**src/rtl/sw_pkg.sv**
```systemverilog
// rtl/sw_pkg.sv - shared state encodings and defaults for the switch debouncer
package sw_pkg;
  localparam logic [0:0]  ST_STABLE           = 1'b0;
  localparam logic [0:0]  ST_CHECK            = 1'b1;
  localparam int unsigned DEF_NB_SW           = 4;
  localparam int unsigned DEF_NB_COUNTER      = 20;
  localparam int unsigned DEF_DEBOUNCE_CYCLES = 1000000;
endpackage

```
**src/rtl/sw_debounce_bit.sv**
```systemverilog
// rtl/sw_debounce_bit.sv - synchronizer, stability counter and edge strobes for one switch bit
module sw_debounce_bit
  import sw_pkg::*;
#(
  parameter int unsigned NB_COUNTER      = DEF_NB_COUNTER,
  parameter int unsigned DEBOUNCE_CYCLES = DEF_DEBOUNCE_CYCLES
) (
  input  logic clock,
  input  logic i_reset,
  input  logic i_sw,
  output logic o_sw,
  output logic o_rise,
  output logic o_fall,
  output logic o_strobe_next
);

  localparam logic [NB_COUNTER-1:0] CNT_LAST = NB_COUNTER'(DEBOUNCE_CYCLES - 1);
  localparam logic [NB_COUNTER-1:0] CNT_ONE  = NB_COUNTER'(1);

  logic                  sync1_q, sync2_q;
  logic [0:0]            state_q, state_d;
  logic [NB_COUNTER-1:0] cnt_q, cnt_d;
  logic                  sw_q, sw_d;
  logic                  rise_q, rise_d;
  logic                  fall_q, fall_d;

  always_comb begin
    state_d = state_q;
    cnt_d   = cnt_q;
    sw_d    = sw_q;
    rise_d  = 1'b0;
    fall_d  = 1'b0;
    case (state_q)
      ST_STABLE: begin
        if (sync2_q != sw_q) begin
          state_d = ST_CHECK;
          cnt_d   = '0;
        end
      end
      default: begin
        // A return to the accepted level at any point is a bounce: drop the count.
        if (sync2_q == sw_q) begin
          state_d = ST_STABLE;
          cnt_d   = '0;
        end else if (cnt_q == CNT_LAST) begin
          sw_d    = ~sw_q;
          rise_d  = ~sw_q;
          fall_d  = sw_q;
          cnt_d   = '0;
          state_d = ST_STABLE;
        end else begin
          cnt_d = cnt_q + CNT_ONE;
        end
      end
    endcase
  end

  always_ff @(posedge clock) begin
    if (i_reset) begin
      sync1_q <= 1'b0;
      sync2_q <= 1'b0;
      state_q <= ST_STABLE;
      cnt_q   <= '0;
      sw_q    <= 1'b0;
      rise_q  <= 1'b0;
      fall_q  <= 1'b0;
    end else begin
      sync1_q <= i_sw;
      sync2_q <= sync1_q;
      state_q <= state_d;
      cnt_q   <= cnt_d;
      sw_q    <= sw_d;
      rise_q  <= rise_d;
      fall_q  <= fall_d;
    end
  end

  assign o_sw          = sw_q;
  assign o_rise        = rise_q;
  assign o_fall        = fall_q;
  assign o_strobe_next = rise_d | fall_d;

endmodule

```
**src/rtl/sw_debounce.sv**
```systemverilog
// rtl/sw_debounce.sv - per-bit switch debouncer array with combined change strobe
module sw_debounce
  import sw_pkg::*;
#(
  parameter int unsigned NB_SW           = DEF_NB_SW,
  parameter int unsigned NB_COUNTER      = DEF_NB_COUNTER,
  parameter int unsigned DEBOUNCE_CYCLES = DEF_DEBOUNCE_CYCLES
) (
  input  logic             clock,
  input  logic             i_reset,
  input  logic [NB_SW-1:0] i_sw,
  output logic [NB_SW-1:0] o_sw,
  output logic [NB_SW-1:0] o_rise,
  output logic [NB_SW-1:0] o_fall,
  output logic             o_change
);

  logic [NB_SW-1:0] strobe_next;
  logic             change_q, change_d;

  for (genvar g = 0; g < NB_SW; g++) begin : g_bit
    sw_debounce_bit #(
      .NB_COUNTER     (NB_COUNTER),
      .DEBOUNCE_CYCLES(DEBOUNCE_CYCLES)
    ) u_bit (
      .clock        (clock),
      .i_reset      (i_reset),
      .i_sw         (i_sw[g]),
      .o_sw         (o_sw[g]),
      .o_rise       (o_rise[g]),
      .o_fall       (o_fall[g]),
      .o_strobe_next(strobe_next[g])
    );
  end

  // Built from next-state strobes so it lands in the same cycle as o_rise/o_fall.
  assign change_d = |strobe_next;

  always_ff @(posedge clock) begin
    if (i_reset) begin
      change_q <= 1'b0;
    end else begin
      change_q <= change_d;
    end
  end

  assign o_change = change_q;

endmodule

```
**config.mk**
```make
export PLATFORM = sky130hd
export DESIGN_NAME = sw_debounce
export DESIGN_NICKNAME = d
export VERILOG_FILES = /design/src/rtl/sw_pkg.sv /design/src/rtl/sw_debounce_bit.sv /design/src/rtl/sw_debounce.sv
export SDC_FILE = /design/constraint.sdc
export NUM_CORES = 1
export LEC_CHECK = 0
export ABC_CLOCK_PERIOD_IN_PS = 1600
export BUFFER_PORTS_ARGS = -buffer_cell sky130_fd_sc_hd__buf_4
export CORE_MARGIN = 3
export CORE_UTILIZATION = 25
export DETAILED_ROUTE_END_ITERATION = 12
export PLACE_DENSITY = 0.46
export SLEW_MARGIN = 20
export SYNTH_ARGS = -nofsm -noshare
export SYNTH_HDL_FRONTEND = slang
export SYNTH_HIERARCHICAL = 1
export SYNTH_SLANG_ARGS = --single-unit
export TNS_END_PERCENT = 20
```
**constraint.sdc**
```tcl
create_clock -name clock -period 1.6 [get_ports clock]
set_input_delay 0.32 -clock clock [delete_from_list [all_inputs] [get_ports clock]]
set_output_delay 0.32 -clock clock [all_outputs]
set_load 0.02 [all_outputs]
```
==> results of run 1 <==
==> sequential cells by signal, indices dropped and copies added, names as in the netlist <==
signal	count
g_bit.u_bit/sync1_q	4
g_bit.u_bit/o_fall	4
g_bit.u_bit/cnt_q	80
o_change	1
g_bit.u_bit/o_rise	4
g_bit.u_bit/o_sw	4
g_bit.u_bit/sync2_q	4
g_bit.u_bit/state_q	4
==> how the worst max path moves through the flow <==
stage | startpoint | end | slack (ns) | depth (start not counted)
after floorplan | g_bit[0].u_bit/cnt_q[10]$_SDFFE_PP0P_ | g_bit[0].u_bit/cnt_q[8]$_SDFFE_PP0P_ | -0.14 | 5
final | g_bit[0].u_bit/cnt_q[10]$_SDFFE_PP0P_ | g_bit[0].u_bit/cnt_q[8]$_SDFFE_PP0P_ | -0.27 | 6
after detailed placement | g_bit[0].u_bit/cnt_q[10]$_SDFFE_PP0P_ | g_bit[0].u_bit/o_fall$_SDFF_PP0_ | -0.44 | 5
after global routing | g_bit[0].u_bit/cnt_q[10]$_SDFFE_PP0P_ | g_bit[0].u_bit/cnt_q[17]$_SDFFE_PP0P_ | -0.32 | 6
after global placement | g_bit[0].u_bit/cnt_q[10]$_SDFFE_PP0P_ | g_bit[0].u_bit/o_fall$_SDFF_PP0_ | -0.41 | 5
after CTS | g_bit[0].u_bit/cnt_q[10]$_SDFFE_PP0P_ | g_bit[0].u_bit/cnt_q[17]$_SDFFE_PP0P_ | -0.26 | 6
==> logic make-up after synthesis <==
family / count (synthesis) / share of synthesized area, %
buf+inv: 32 / 2.58
mux: 12 / 2.39
simple gates: 258 / 28.9
compound gates: 144 / 19.3
flops: 105 / 41.7
xor+xnor: 20 / 4.08
fa+ha+maj: 4 / 0.994
==> cell usage in the layout (no fill, tap or decap), types with 5 or more instances in the layout <==
master / count
xnor2_1: 8
nor4_4: 6
nand3_2: 6
o21ai_1: 8
nor4_1: 5
dfxtp_1: 93
mux2i_1: 12
inv_1: 8
buf_4: 154
a21oi_2: 22
xor2_1: 8
clkbuf_16: 9
or3_1: 8
nand2_1: 40
a211oi_4: 5
a31oi_1: 36
a21oi_1: 14
and4_1: 8
nand2b_1: 12
nor2_1: 45
dfxtp_2: 11
a22o_1: 20
nor3_2: 9
nand4_1: 20
and3_1: 8
nor2b_1: 8
nand2_2: 5
buf_6: 20
o21ai_0: 12
nand3_1: 34
nor3_1: 5
==> power groups by stage <==
stage,combinational (W),clock [W],sequential [W]
after floorplan,0.0000892,0,0.00269
after global placement,0.000178,0,0.00269
after detailed placement,0.000180,0,0.00269
after CTS,0.000191,0.00269,0.00263
after global routing,0.000217,0.00280,0.00263
final,0.000199,0.00258,0.00263
==> cell type report <==
cell class                 instances  share of cell area (%)
multi-input combinational        441                    43.9
sequential                       105                    28.3
timing repair buffer             174                    18.4
tap                              265                    4.42
clock buffer                       9                    3.01
clock inverter                     7                    1.57
inverter                           8                   0.401
==> critical path: stages (launching register included) <==
cell	delay, ns
dfxtp_2	0.33
or4_4	0.54
nor4_4	0.22
buf_4	0.19
a211oi_4	0.09
a21o_1	0.18
a22o_1	0.21
==> metrics by stage <==
step / TNS (ns) / total power [W] / cell area, um^2 / util, % / setup WS [ns]
finish: -12.67 / 0.00541 / 7490 / 38.1 / -0.266
global placement: -15.67 / 0.00287 / 6610 / 33.6 / -0.411
floorplan: -6.28 / 0.00278 / 5140 / - / -0.142
detailed placement: -16.59 / 0.00287 / 6620 / 33.7 / -0.440
global route: -19.64 / 0.00565 / 7490 / 38.1 / -0.323
CTS: -13.45 / 0.00551 / 7310 / 37.2 / -0.262
==> per-layer routing <==
layer	vias up	track usage, %
met2	63	21.7
met4	0	3.70
met3	14	2.85
li1	2486	-
met1	2368	17.0
met5	-	0
==> timing repair <==
action	in CTS	in global routing
endpoints found under the setup margin	93	95
pin swaps	29	20
setup buffers	5	0
gates cloned	3	0
resized for setup	71	39
==> flow_summary.ini, run 1 <==
[status]
status = finished, violations left
violations = negative setup slack

[layout]
multiInputGateArea_mm2 = 0.00329
nNetsFinal = 749
antenna_cells = 0
area_growth_pct = 48.8
drive_gt1_share_pct = 39.1
fillers = 2035
finalNonFillerCells = 1009
ff_latch_area_mm2 = 0.00212

[sta]
finalHoldWorstSlack_ns = 0.170
tightest_slew_ns = 0.695
setup_slack_ns = -0.266
rsz0062_at_grt = true
skew_ns = 0.00537
relSlewSlack_pct = 53.4
period_share_pct = 117
slew_viol_final = 0
setup_viol = 92
hold_viol = 0
max_freq_mhz = 536
min_period_ns = 1.87

[worst_hold_path]
min_path_type = in -> reg
hold_depth = 2
worstHoldEndpoint = g_bit[3].u_bit/sync1_q$_SDFF_PP0_
min_from = i_sw[3]

[detailed_routing]
wl_met3_um = 444
routedLengthMet1_um = 6440
vias = 4931
drt-total-wl_um = 13900
dr.pass1.iters = 4
maxUsedRoutingLayer = met4
drc_errors = 0
first_iter_violations = 314
wl_met2_um = 6840
viasPerCell = 4.89
wl_per_cell_um = 13.8
antenna_left = 0

[floorplan]
die_h_um = 148
dieArea_mm2 = 0.0219
rows = 51
initial_utilization_pct = 25.6
core_area_mm2 = 0.0197
die_x_um = 148
io_pins = 19

[yosys]
syn_avg_cell_area_um2 = 8.76
synth_top_area_cell = dfxtp_1
async_flop_share_pct = 0
synth_area_leaders = dfxtp_1 (42%), a31oi_1 (4.5%), a21oi_1 (4.0%)
synth.most_common_cell = dfxtp_1
synth-edff-count = 0
yosys_warnings = 6
synth-seq-cells = 105
ys_seq_area_share_pct = 41.7
syn_area_mm2 = 0.00503
syn-num-nets = 585
ys.flop_type = dfxtp_1
synth_top_cell_area_share_pct = 41.7
synth.distinct_cells = 39
netlist_instances = 575
synth_commonest_cells = dfxtp_1 (105), nor2_1 (49), nand2_1 (44)

[power]
switching_share_pct = 21.8
combinationalPowerShare_pct = 3.7
p_per_area_mw_per_mm2 = 723
p_leak_nw = 2.90
p_int_w = 0.00423
p_switching_w = 0.00118
vdd_drop_max_mv = 0.522
clkPwrFrac_pct = 47.7
seqPwrFrac_pct = 48.6

[clock_tree]
clockRootBuffer = clkbuf_16
cts_tree = yes
path_clk_slew_ns = 0.07
numCtsBuffers = 9
cts.sinks = 105
cts.path.max_buffers = 2
clkLatencyLatePin_ns = 0.35
cts_htree_levels = 3
hold_buffers = 0

[setup_path]
crit_type = reg -> reg
end_kind = register
cp.required_ns = 1.85
critPathLaunchType = register
arrival_ns = 2.12
crit-reg2reg-launch = g_bit[0].u_bit/cnt_q[10]$_SDFFE_PP0P_
critPathMaxFanout = 5
reg2reg_slack_ns = -0.27
reg2reg_to = g_bit[0].u_bit/cnt_q[8]$_SDFFE_PP0P_
rr_worst_depth = 6

[placed_design]
gp_congestion = 0.830
io_buffer_count = 18
placedCellCount = 985
dp_hpwl_um = 9660

[global_route]
track_usage_pct = 13.0
grt_pass1_wl_um = 23400
grt_max_degree = 19
globalRouteOverflowTotal = 0
grt_pass1_vias = 4805
antenna_found_initial = 0

[job]
max-cap-violations = 0
Note: power is estimated with default switching activity, not from simulation.
==> run 2, diff against run 1 <==
Settings changed: ABC_CLOCK_PERIOD_IN_PS 1600 to 2230, CTS_BUF_LIST set to sky130_fd_sc_hd__clkbuf_8, PLACE_DENSITY 0.46 to 0.45.
Clock period 1.6 ns to 2.23 ns, I/O delays scaled along.
==> run 2 against run 1 <==
  * The run now ends clean
  * Die area stayed put
  * Sequential share of layout area is 7.7 points higher
  * Clock power is 57% lower
  * Sequential cell count stayed put
  * Combinational power is 44% lower
  * Core utilization is 8.4 points lower
  * Critical endpoint unchanged
==> flow_summary.ini, run 2 (same netlist as run 1, synthesis figures left out) <==
[sta]
relSlewSlack_pct = 26.6
hold_viol = 0
rsz0062_at_grt = false
period_share_pct = 92.5
max_freq_mhz = 485
tightest_slew_ns = 1.09
min_period_ns = 2.06
tns_ns = 0
skew_ns = 0.0118
setup_viol = 0
setup_slack_ns = 0.168
slew_viol_final = 0
finalHoldWorstSlack_ns = 0.275

[setup_path]
crit-reg2reg-launch = g_bit[0].u_bit/cnt_q[10]$_SDFFE_PP0P_
reg2reg_to = g_bit[0].u_bit/cnt_q[8]$_SDFFE_PP0P_
critPathMaxFanout = 10
reg2reg_slack_ns = 0.17
arrival_ns = 2.34
crit_type = reg -> reg
cp.required_ns = 2.51
critPathLaunchType = register
rr_worst_depth = 6
end_kind = register

[placed_design]
dp_hpwl_um = 8070
place_area_mm2 = 0.00564
io_buffer_count = 18
pre_cts_slack_ns = 0.154
gp_congestion = 0.775

[clock_tree]
clkLatencyLatePin_ns = 0.38
cts_htree_levels = 3
numCtsBuffers = 9
path_clk_slew_ns = 0.10
cts.path.max_buffers = 2
cts_tree = yes
clockRootBuffer = clkbuf_8
hold_buffers = 0
cts.sinks = 105

[worst_hold_path]
hold_depth = 2
min_from = i_sw[3]
min_path_type = in -> reg
worstHoldEndpoint = g_bit[3].u_bit/sync1_q$_SDFF_PP0_

[global_route]
globalRouteOverflowTotal = 0
grt_max_degree = 26
track_usage_pct = 10.7
antenna_found_initial = 0
grt_pass1_wl_um = 19200
grt_pass1_vias = 3916

[detailed_routing]
antenna_left = 0
drc_errors = 0
first_iter_violations = 250
dr.pass1.iters = 4
drt-total-wl_um = 11500
viasPerCell = 4.96
wl_per_cell_um = 13.0
vias = 4368

[power]
vdd_drop_max_mv = 0.247
p_per_area_mw_per_mm2 = 534
power.total_w = 0.00312
p_leak_nw = 2.02

[floorplan]
die_h_um = 148
die_x_um = 148
core_area_mm2 = 0.0197
dieArea_mm2 = 0.0219
io_pins = 19
initial_utilization_pct = 25.6
rows = 51

[layout]
drive_gt1_share_pct = 13.1
regMostFlops = g_bit.u_bit/cnt_q
nNetsFinal = 621
area_growth_pct = 16.0
antenna_cells = 0
layout_common_cells = dfxtp_1 (105), nor2_1 (49), buf_4 (47)
layout_commonest_cell = dfxtp_1
stdcell_area_mm2 = 0.00584
largest_register_ffs = 80

[job]
max-cap-violations = 0

[status]
status = complete, no violations
-- run 2: cell type report --
cell class / instances / area [um^2]
Multi-Input combinational cell: 438 / 2800
Sequential cell: 105 / 2100
Clock buffer: 10 / 138
Inverter: 8 / 30.0
Timing Repair Buffer: 49 / 393
Clock inverter: 6 / 41.3
Tap cell: 265 / 332
Fill cell: 2129 / 13800
-- run 2: repair_timing --
item	CTS	global route
buffers inserted	0	3
setup endpoints to repair	0	4
gates resized for setup	0	0
-- run 2: metrics by stage --
stage / util (%) / cells
5_1_grt: 29.7 / 881
3_5_place_dp: 28.7 / 862
6_report: 29.7 / 881
2_1_floorplan: - / 575
4_1_cts: 29.6 / 878
3_3_place_gp: 28.7 / 862
-- run 2: critical path, stage by stage, from the launching register on --
cell and delay (ns):
dfxtp_1 0.37, or4_1 0.58, nor4_4 0.25, a211oi_4 0.17, buf_4 0.21, a21o_1 0.16
a22o_1 0.22
-- run 2: where the power goes --
part	leakage [nW]	total (W)	internal, W	switching, W
Combinational	1.08	0.000112	0.0000409	0.0000713
Sequential	0.847	0.00189	0.00188	0.00000629
Clock	0.0847	0.00112	0.000437	0.000679
-- run 2: per-layer routing --
layer / vias to the layer above / GRT usage [%] / wire length (um)
li1: 2226 / - / -
met1: 2073 / 14.0 / 5600
met2: 58 / 17.3 / 5350
met3: 11 / 2.70 / 372
met4: 0 / 3.33 / 162
met5: - / 0 / 0
-- run 2: worst max path at each step --
stage	start	to	slack, ns	cells after the start
after global routing	g_bit[2].u_bit/cnt_q[0]$_SDFFE_PP0P_	g_bit[2].u_bit/cnt_q[13]$_SDFFE_PP0P_	0.02	7
final	g_bit[0].u_bit/cnt_q[10]$_SDFFE_PP0P_	g_bit[0].u_bit/cnt_q[8]$_SDFFE_PP0P_	0.17	6
after detailed placement	g_bit[3].u_bit/cnt_q[0]$_SDFFE_PP0P_	g_bit[3].u_bit/cnt_q[11]$_SDFFE_PP0P_	0.15	8
after CTS	g_bit[3].u_bit/cnt_q[0]$_SDFFE_PP0P_	g_bit[3].u_bit/cnt_q[11]$_SDFFE_PP0P_	0.15	8
after floorplan	g_bit[0].u_bit/cnt_q[0]$_SDFFE_PP0P_	g_bit[0].u_bit/cnt_q[8]$_SDFFE_PP0P_	0.44	6
after global placement	g_bit[2].u_bit/cnt_q[0]$_SDFFE_PP0P_	g_bit[2].u_bit/cnt_q[13]$_SDFFE_PP0P_	0.22	7
